<file path="src/rtl/mac_operand_sequencer.sv">
// Operand sequencer for the Q1.7 mactop MAC: buffers (A,B) pairs, clears the
// accumulator per frame, streams pairs, and returns the captured result.

// Generic FIFO, count-tracked, registered push_rdy; one write + one read per cycle.
// Latency: push to pop_vld 1 cycle; a pop while full raises push_rdy only on the next cycle.
module op_fifo #(
    parameter int W     = 17,
    parameter int DEPTH = 4
) (
    input  logic         clk,
    input  logic         rst_n,
    input  logic         push_vld,
    output logic         push_rdy,
    input  logic [W-1:0] push_dat,
    output logic         pop_vld,
    input  logic         pop_rdy,
    output logic [W-1:0] pop_dat
);
    localparam int AW = $clog2(DEPTH);

    logic [W-1:0]  mem [DEPTH];
    logic [AW-1:0] wr_ptr, rd_ptr;
    logic [AW:0]   cnt, cnt_nxt;
    logic          push, pop;

    assign push    = push_vld && push_rdy;
    assign pop     = pop_vld && pop_rdy;
    assign pop_vld = (cnt != '0);
    assign pop_dat = mem[rd_ptr];

    always_comb begin
        cnt_nxt = cnt;
        if (push && !pop)
            cnt_nxt = cnt + (AW+1)'(1);
        else if (pop && !push)
            cnt_nxt = cnt - (AW+1)'(1);
    end

    // push_rdy is computed from the next count so it is a clean flop output.
    always_ff @(posedge clk or negedge rst_n) begin
        if (!rst_n) begin
            wr_ptr   <= '0;
            rd_ptr   <= '0;
            cnt      <= '0;
            push_rdy <= 1'b0;
        end else begin
            if (push) wr_ptr <= wr_ptr + AW'(1);
            if (pop)  rd_ptr <= rd_ptr + AW'(1);
            cnt      <= cnt_nxt;
            push_rdy <= (cnt_nxt != (AW+1)'(DEPTH));
        end
    end

    always_ff @(posedge clk) begin
        if (push) mem[wr_ptr] <= push_dat;
    end
endmodule

// Frame sequencer: IDLE -> CLEAR -> ISSUE (1 pair/cycle, zero bubbles) -> DRAIN -> HOLD.
// Result valid MAC_LAT+1 cycles after the last pair; held until res_ready, input stalls only on a full FIFO.
module mac_operand_sequencer #(
    parameter int DEPTH   = 4,
    parameter int MAC_LAT = 1,
    parameter int CNT_W   = 8
) (
    input  logic             CLK,
    input  logic             RESET_N,
    input  logic             in_valid,
    output logic             in_ready,
    input  logic [7:0]       in_a,
    input  logic [7:0]       in_b,
    input  logic             in_last,
    output logic [7:0]       mac_a,
    output logic [7:0]       mac_b,
    output logic             mac_clr,
    input  logic [7:0]       mac_o,
    output logic             res_valid,
    input  logic             res_ready,
    output logic [7:0]       res_data,
    output logic [CNT_W-1:0] res_count
);
    localparam int LW = $clog2(MAC_LAT + 1);

    typedef struct packed {
        logic       last;
        logic [7:0] a;
        logic [7:0] b;
    } pair_t;

    typedef enum logic [2:0] {IDLE, CLEAR, ISSUE, DRAIN, HOLD} state_t;

    pair_t      push_dat, pop_dat;
    logic       pop_vld, pop_rdy;
    state_t     state;
    logic [CNT_W-1:0] cnt;
    logic [LW-1:0]    lat;

    assign push_dat = {in_last, in_a, in_b};
    assign pop_rdy  = (state == ISSUE);

    op_fifo #(.W($bits(pair_t)), .DEPTH(DEPTH)) u_fifo (
        .clk      (CLK),
        .rst_n    (RESET_N),
        .push_vld (in_valid),
        .push_rdy (in_ready),
        .push_dat (push_dat),
        .pop_vld  (pop_vld),
        .pop_rdy  (pop_rdy),
        .pop_dat  (pop_dat)
    );

    // Operands and clear default to zero every cycle, so only ISSUE pops reach the MAC.
    always_ff @(posedge CLK or negedge RESET_N) begin
        if (!RESET_N) begin
            state     <= IDLE;
            mac_a     <= '0;
            mac_b     <= '0;
            mac_clr   <= 1'b0;
            res_valid <= 1'b0;
            res_data  <= '0;
            res_count <= '0;
            cnt       <= '0;
            lat       <= '0;
        end else begin
            mac_a   <= '0;
            mac_b   <= '0;
            mac_clr <= 1'b0;
            case (state)
                IDLE: begin
                    if (pop_vld) begin
                        state   <= CLEAR;
                        mac_clr <= 1'b1;
                    end
                end
                CLEAR: begin
                    cnt   <= '0;
                    state <= ISSUE;
                end
                ISSUE: begin
                    if (pop_vld) begin
                        mac_a <= pop_dat.a;
                        mac_b <= pop_dat.b;
                        if (cnt != '1) cnt <= cnt + CNT_W'(1);
                        if (pop_dat.last) begin
                            state <= DRAIN;
                            lat   <= LW'(MAC_LAT);
                        end
                    end
                end
                DRAIN: begin
                    // lat reaches zero in the cycle mac_o first reflects the last pair.
                    if (lat == '0) begin
                        res_data  <= mac_o;
                        res_count <= cnt;
                        res_valid <= 1'b1;
                        state     <= HOLD;
                    end else begin
                        lat <= lat - LW'(1);
                    end
                end
                HOLD: begin
                    if (res_ready) begin
                        res_valid <= 1'b0;
                        if (pop_vld) begin
                            state   <= CLEAR;
                            mac_clr <= 1'b1;
                        end else begin
                            state <= IDLE;
                        end
                    end
                end
                default: state <= IDLE;
            endcase
        end
    end
endmodule

</file>
<file path="config.mk">
export PLATFORM = sky130hd
export DESIGN_NAME = mac_operand_sequencer
export DESIGN_NICKNAME = d
export VERILOG_FILES = /design/src/rtl/mac_operand_sequencer.sv
export SDC_FILE = /design/constraint.sdc
export NUM_CORES = 1
export LEC_CHECK = 0
export BUFFER_PORTS_ARGS = -buffer_cell sky130_fd_sc_hd__buf_2
export CORE_MARGIN = 10
export CORE_UTILIZATION = 56
export CTS_CLUSTER_SIZE = 40
export DETAILED_ROUTE_END_ITERATION = 12
export PLACE_DENSITY = 0.84
export SLEW_MARGIN = 25
export SYNTH_ARGS = -nofsm -noshare
export SYNTH_HDL_FRONTEND = slang
export SYNTH_HIERARCHICAL = 1
export SYNTH_SLANG_ARGS = --single-unit
</file>
<file path="constraint.sdc">
create_clock -name CLK -period 2.2 [get_ports CLK]
set_input_delay 0.33 -clock CLK [delete_from_list [all_inputs] [get_ports CLK]]
set_output_delay 0.33 -clock CLK [all_outputs]
set_load 0.1 [all_outputs]
</file>
; ---- Yosys cells after proc, flatten, opt, wreduce, memory -nomap -nowiden
; Memory sizes are Yosys's and may differ from the RTL's.
; Index checks and enable logic that the tools add are counted.
[word_totals]
regBits = 54
mem_bits_rw = 68
input_bits = 29
out_inout_bits = 35
n_memories = 1
[mem_list]
columns = name, words, width, read_ports, rd_ports_with_merged_regs, wr, line_no
row1 = u_fifo.mem, 4, 17, 1, 0, 1, 21  ; logic [W-1:0] mem [DEPTH];
[op_classes]
addsub = 6
n_eq_ne = 12
mux = 28
bitwise_logic = 1
reduce_logical = 16
[ops]
columns = operator, count
row1 = two-way mux 8 bit, 6
row2 = two-way mux 3 bit, 7
row3 = one-hot mux 8 bit (2 select lines), 1
row4 = one-hot mux 3 bit (5 select lines), 1
row5 = two-way mux 1 bit, 10
row6 = AND reduction 3 bit, 3
row7 = adder 8 x 1 -> 8 bit (second input constant), 1
row8 = != test 2 bit (second input constant), 4
row9 = != test 8 bit (second input constant), 1
row10 = == test 3 x 2 -> 1 bit (second input constant), 2
row11 = one-hot mux 1 bit (2 select lines), 3
row12 = nonzero test 2 bit, 3
row13 = AND reduction 5 bit, 1
row14 = adder 2 x 1 -> 2 bit (second input constant), 2
row15 = logical AND 1 bit, 4
row16 = != test 2 x 1 -> 1 bit (second input constant), 2
row17 = adder 3 x 1 -> 3 bit (second input constant), 1
row18 = == test 3 x 1 -> 1 bit (second input constant), 1
row19 = == test 3 bit (second input constant), 1
row20 = zero test 3 bit, 1
row21 = != test 3 bit (second input constant), 1
row22 = nonzero test 3 bit, 1
row23 = subtractor 3 x 1 -> 3 bit (second input constant), 1
row24 = zero test 1 bit, 2
row25 = other kinds (3), 3

; ---- Longest topological paths before layout
[logic_depth]
depth_word = 6
depth_mapped = 9
mapped_depth_nobuf = 7

; ---- Modules after synthesis
; The synthesis kept the hierarchy.
[modules_own_cells]
columns = module, n_inst, cells_per_inst, area_each_um2
row1 = op_fifo, 1, 140, 3000.4
row2 = mac_operand_sequencer, 1, 142, 1830.5

; ---- Worst setup path before layout
; OpenSTA, ideal clock, no wires.
[synth_path]
kind = register to register
startpoint = reg u_fifo.push_rdy
endpoint = mem u_fifo.mem[0][0], enable pin
setup_ns = 0.375
t_arrival_ns = 1.610
required_ns = 1.825
slack_ns = 0.215
stages_incl_launch_ff = 2
n_path_buf = 0
period_less_slack_ns = 1.985
path_cell_list = dfrtp_1 > and3_1
[synth_between]
elab_chain_cells = 3
[synth_lines]
columns = item, line_no
row1 = from (decl), 13  ; output logic push_rdy,
row2 = from (signal assigned), 50  ; push_rdy <= (cnt_nxt != (AW+1)'(DEPTH));
row3 = logical AND 1 bit, 26  ; assign push = push_vld && push_rdy;
row4 = two-way mux 1 bit, 55  ; if (push) mem[wr_ptr] <= push_dat;
row5 = two-way mux 1 bit (not written as such), 55
row6 = to (decl), 21
; Every way passes these cells.

==> results.py <==
metrics = {
    "layout": {
        "fill_cells": 508,
        "utilization_pct": 70.8,
        "drive_gt1_share_pct": 38.4,
        "fin_nets": 403,
        "syn2layout_area_growth_pct": 21.5,
        "postLayoutCellArea_sq_um": 5870,
        "multi_input_area_sq_um": 1320,
        "final_common_cell": "edfxtp_1",
        "diodes": 0,
        "seqCellArea_sq_um": 3390,
        "final_cell_mix": "68 x edfxtp_1, 63 x buf_2, 54 x dfrtp_1, 17 x mux2_2, 17 x mux4_2",
    },
    "hold_path": {
        "min_to": "u_fifo/mem[3][5]$_DFFE_PP_",
        "hold_path.class": "input port to flip-flop",
        "whs_path_depth": 1,
        "min-delay-start": "in_b[5]",
    },
    "sta": {
        "fmaxAchievable_ghz": 0.560,
        "period_share_pct": 81.2,
        "setup-violations-final": 0,
        "hold_violations": 0,
        "worstMarginPinSlew_ns": 0.642,
        "fin_crit_ns": 1.79,
        "setup_tns_ns": 0,
        "fin_skew_ns": 0.0103,
        "drv_slew": 0,
        "relSlewSlack_pct": 57.2,
        "rsz0062_at_grt": "no",
    },
    "worst_setup_path": {
        "r2r_slack_ns": 0.41,
        "r2r_end": "cnt[6]$_DFFE_PN0P_",
        "start_kind": "flip-flop",
        "reg2reg_from": "u_fifo/cnt[0]$_DFF_PN0_",
        "r2r_cells": 7,
        "cp_slowest_cell": "dfrtp_1",
        "arrival_ns": 2.19,
        "crit_chain": "inv_1 > ha_1 > nand2b_1 > and4bb_1 > nand4_1 > o21ba_1 > a31oi_1",
        "setup.worst_path.class": "flip-flop to flip-flop",
        "max_stage_delay_ns": 0.41,
        "cp_max_fo": 4,
        "critPathRequiredTime_ns": 2.61,
        "critical_path.endpoint_type": "flip-flop",
    },
    "routing": {
        "drc": 0,
        "ant_nets": 0,
        "drt_first_pass_iters": 5,
        "wl_mm": 9.31,
        "drtIter0Drc": 203,
        "via_count": 2696,
        "via_per_inst": 5.58,
        "wl_per_cell_um": 19.3,
    },
    "yosys": {
        "syn-num-nets": 319,
        "ys_seq_area_share_pct": 70.2,
        "syn_area_per_cell_sq_um": 17.1,
        "synthDistinctLibCells": 45,
        "synth_ff_type": "edfxtp_1",
        "yosys_warnings": 6,
        "async_reset_ff_share_pct": 44.3,
        "netlist_area_sq_um": 4830,
        "synth_seq_cells": 122,
        "synthCells": 282,
        "synth_edf_count": 68,
    },
    "cts": {
        "root_buffer": "clkbuf_8",
        "cts_buffers": 17,
        "clkLatencyLatePin_ns": 0.50,
        "cts_setup_buffers": 0,
        "clk_pin_slew_ns": 0.06,
        "ctsHtreeMaxLevel": 4,
        "tritoncts": "done",
        "cts.sinks": 122,
        "clockBufferDepth": 2,
    },
    "floorplan": {
        "die-area_sq_um": 12700,
        "die_w_um": 113,
        "initial_core_util_pct": 58.2,
        "io_pins": 64,
        "die-height_um": 113,
        "rows": 33,
        "core_sq_um": 8300,
    },
    "placed_design": {
        "postPlaceCellArea_sq_um": 5290,
        "gp_congestion": 0.859,
        "numPortBuffers": 63,
        "dpl.hpwl_mm": 6.01,
    },
    "global_routing": {
        "grt.overflow.total": 0,
        "grt_pass1_vias": 2988,
        "grt_pass1_wl_mm": 15.6,
        "antenna_found_initial": 0,
        "grt_usage_pct": 15.4,
        "grt_max_degree": 30,
    },
    "run_status": {
        "status": "completed",
    },
    "flow_run": {
        "max-cap-violations": 0,
    },
}
## per-stage QoR
step | setup slack [ns] | std cells | hold WS [ns]
after floorplan | 0.215 | 282 | 0.0344
after global placement | 0.517 | 451 | 0.392
after detailed placement | 0.467 | 451 | 0.394
after CTS | 0.437 | 483 | 0.0188
after global routing | 0.289 | 483 | 0.0191
final | 0.414 | 483 | 0.0366
## flip-flops by register name (all words and copies together) (netlist names)
signal           cells
cnt                  8
u_fifo/mem          68
res_count            8
res_valid            1
lat                  1
u_fifo/push_rdy      1
u_fifo/cnt           3
mac_a                8
mac_clr              1
res_data             8
mac_b                8
state                3
u_fifo/rd_ptr        2
u_fifo/wr_ptr        2
## routing by layer
layer,part of all wire [%],global-route usage (%)
met4,1.1,6.09
met1,40,17.9
met5,0,0
met2,51,25.2
met3,8.0,5.86
## repair_timing
action | in CTS | in global routing
resized for setup | 0 | 0
endpoints found under the hold margin | 28 | 0
hold buffers | 1 | 0
setup endpoints to repair | 0 | 0
## worst max-delay path by stage
stage                                    startpoint                    endpoint  slack [ns]  depth (start not counted)
after CTS                   u_fifo/cnt[0]$_DFF_PN0_          cnt[6]$_DFFE_PN0P_        0.44                          7
final                       u_fifo/cnt[0]$_DFF_PN0_          cnt[6]$_DFFE_PN0P_        0.41                          7
after floorplan           u_fifo/push_rdy$_DFF_PN0_  u_fifo/mem[0][0]$_DFFE_PP_        0.21                          1
after global routing        u_fifo/cnt[0]$_DFF_PN0_          cnt[6]$_DFFE_PN0P_        0.29                          7
after global placement      u_fifo/cnt[0]$_DFF_PN0_          cnt[3]$_DFFE_PN0P_        0.52                          7
after detailed placement       state[2]$_DFFE_PN0P_    res_count[1]$_DFFE_PN0P_        0.47                          3
## worst max-delay path, delay by kind of cell (launching register included)
| family | cells | cell delay [ns] |
|---|---|---|
| and+or+nand+nor | 3 | 0.57 |
| DFF | 1 | 0.41 |
| AOI/OAI and AO/OA | 2 | 0.39 |
| adders and majority gates | 1 | 0.22 |
| buffers and inverters | 1 | 0.11 |
## cell type report
cell class	count	share of cell area (%)
clock buffers	19	7.18
clock inverters	12	2.56
inverters	7	0.447
multi-input cells	142	22.5
flip-flops and latches	122	57.8
well taps	105	2.24
repair buffers	76	7.29
## cells in the mapped netlist (6+ instances only)
master	count	area, sq um
a31oi_1	6	37.5
mux2_2	17	191
inv_1	6	22.5
mux4_2	17	383
edfxtp_1	68	2040
nand3_1	11	55.1
dfrtp_1	54	1350
ha_1	8	100
and2_1	16	100
and3_1	7	43.8
nand2_1	7	26.3
## cell families (layout without fill, tap and decap cells)
| kind of cell | Yosys count | in the layout | synth area share (%) |
|---|---|---|---|
| flops | 122 | 122 | 70.2 |
| simple gates | 67 | 67 | 8.68 |
| mux | 34 | 34 | 11.9 |
| compound gates | 29 | 29 | 3.99 |
| buf+inv | 18 | 114 | 2.41 |
| fa+ha+maj | 8 | 8 | 2.07 |
| xor+xnor | 4 | 4 | 0.725 |
Power is left out: the tool's default activity adds up to more than one toggle a clock period on the data nets, which glitch-free logic cannot reach.
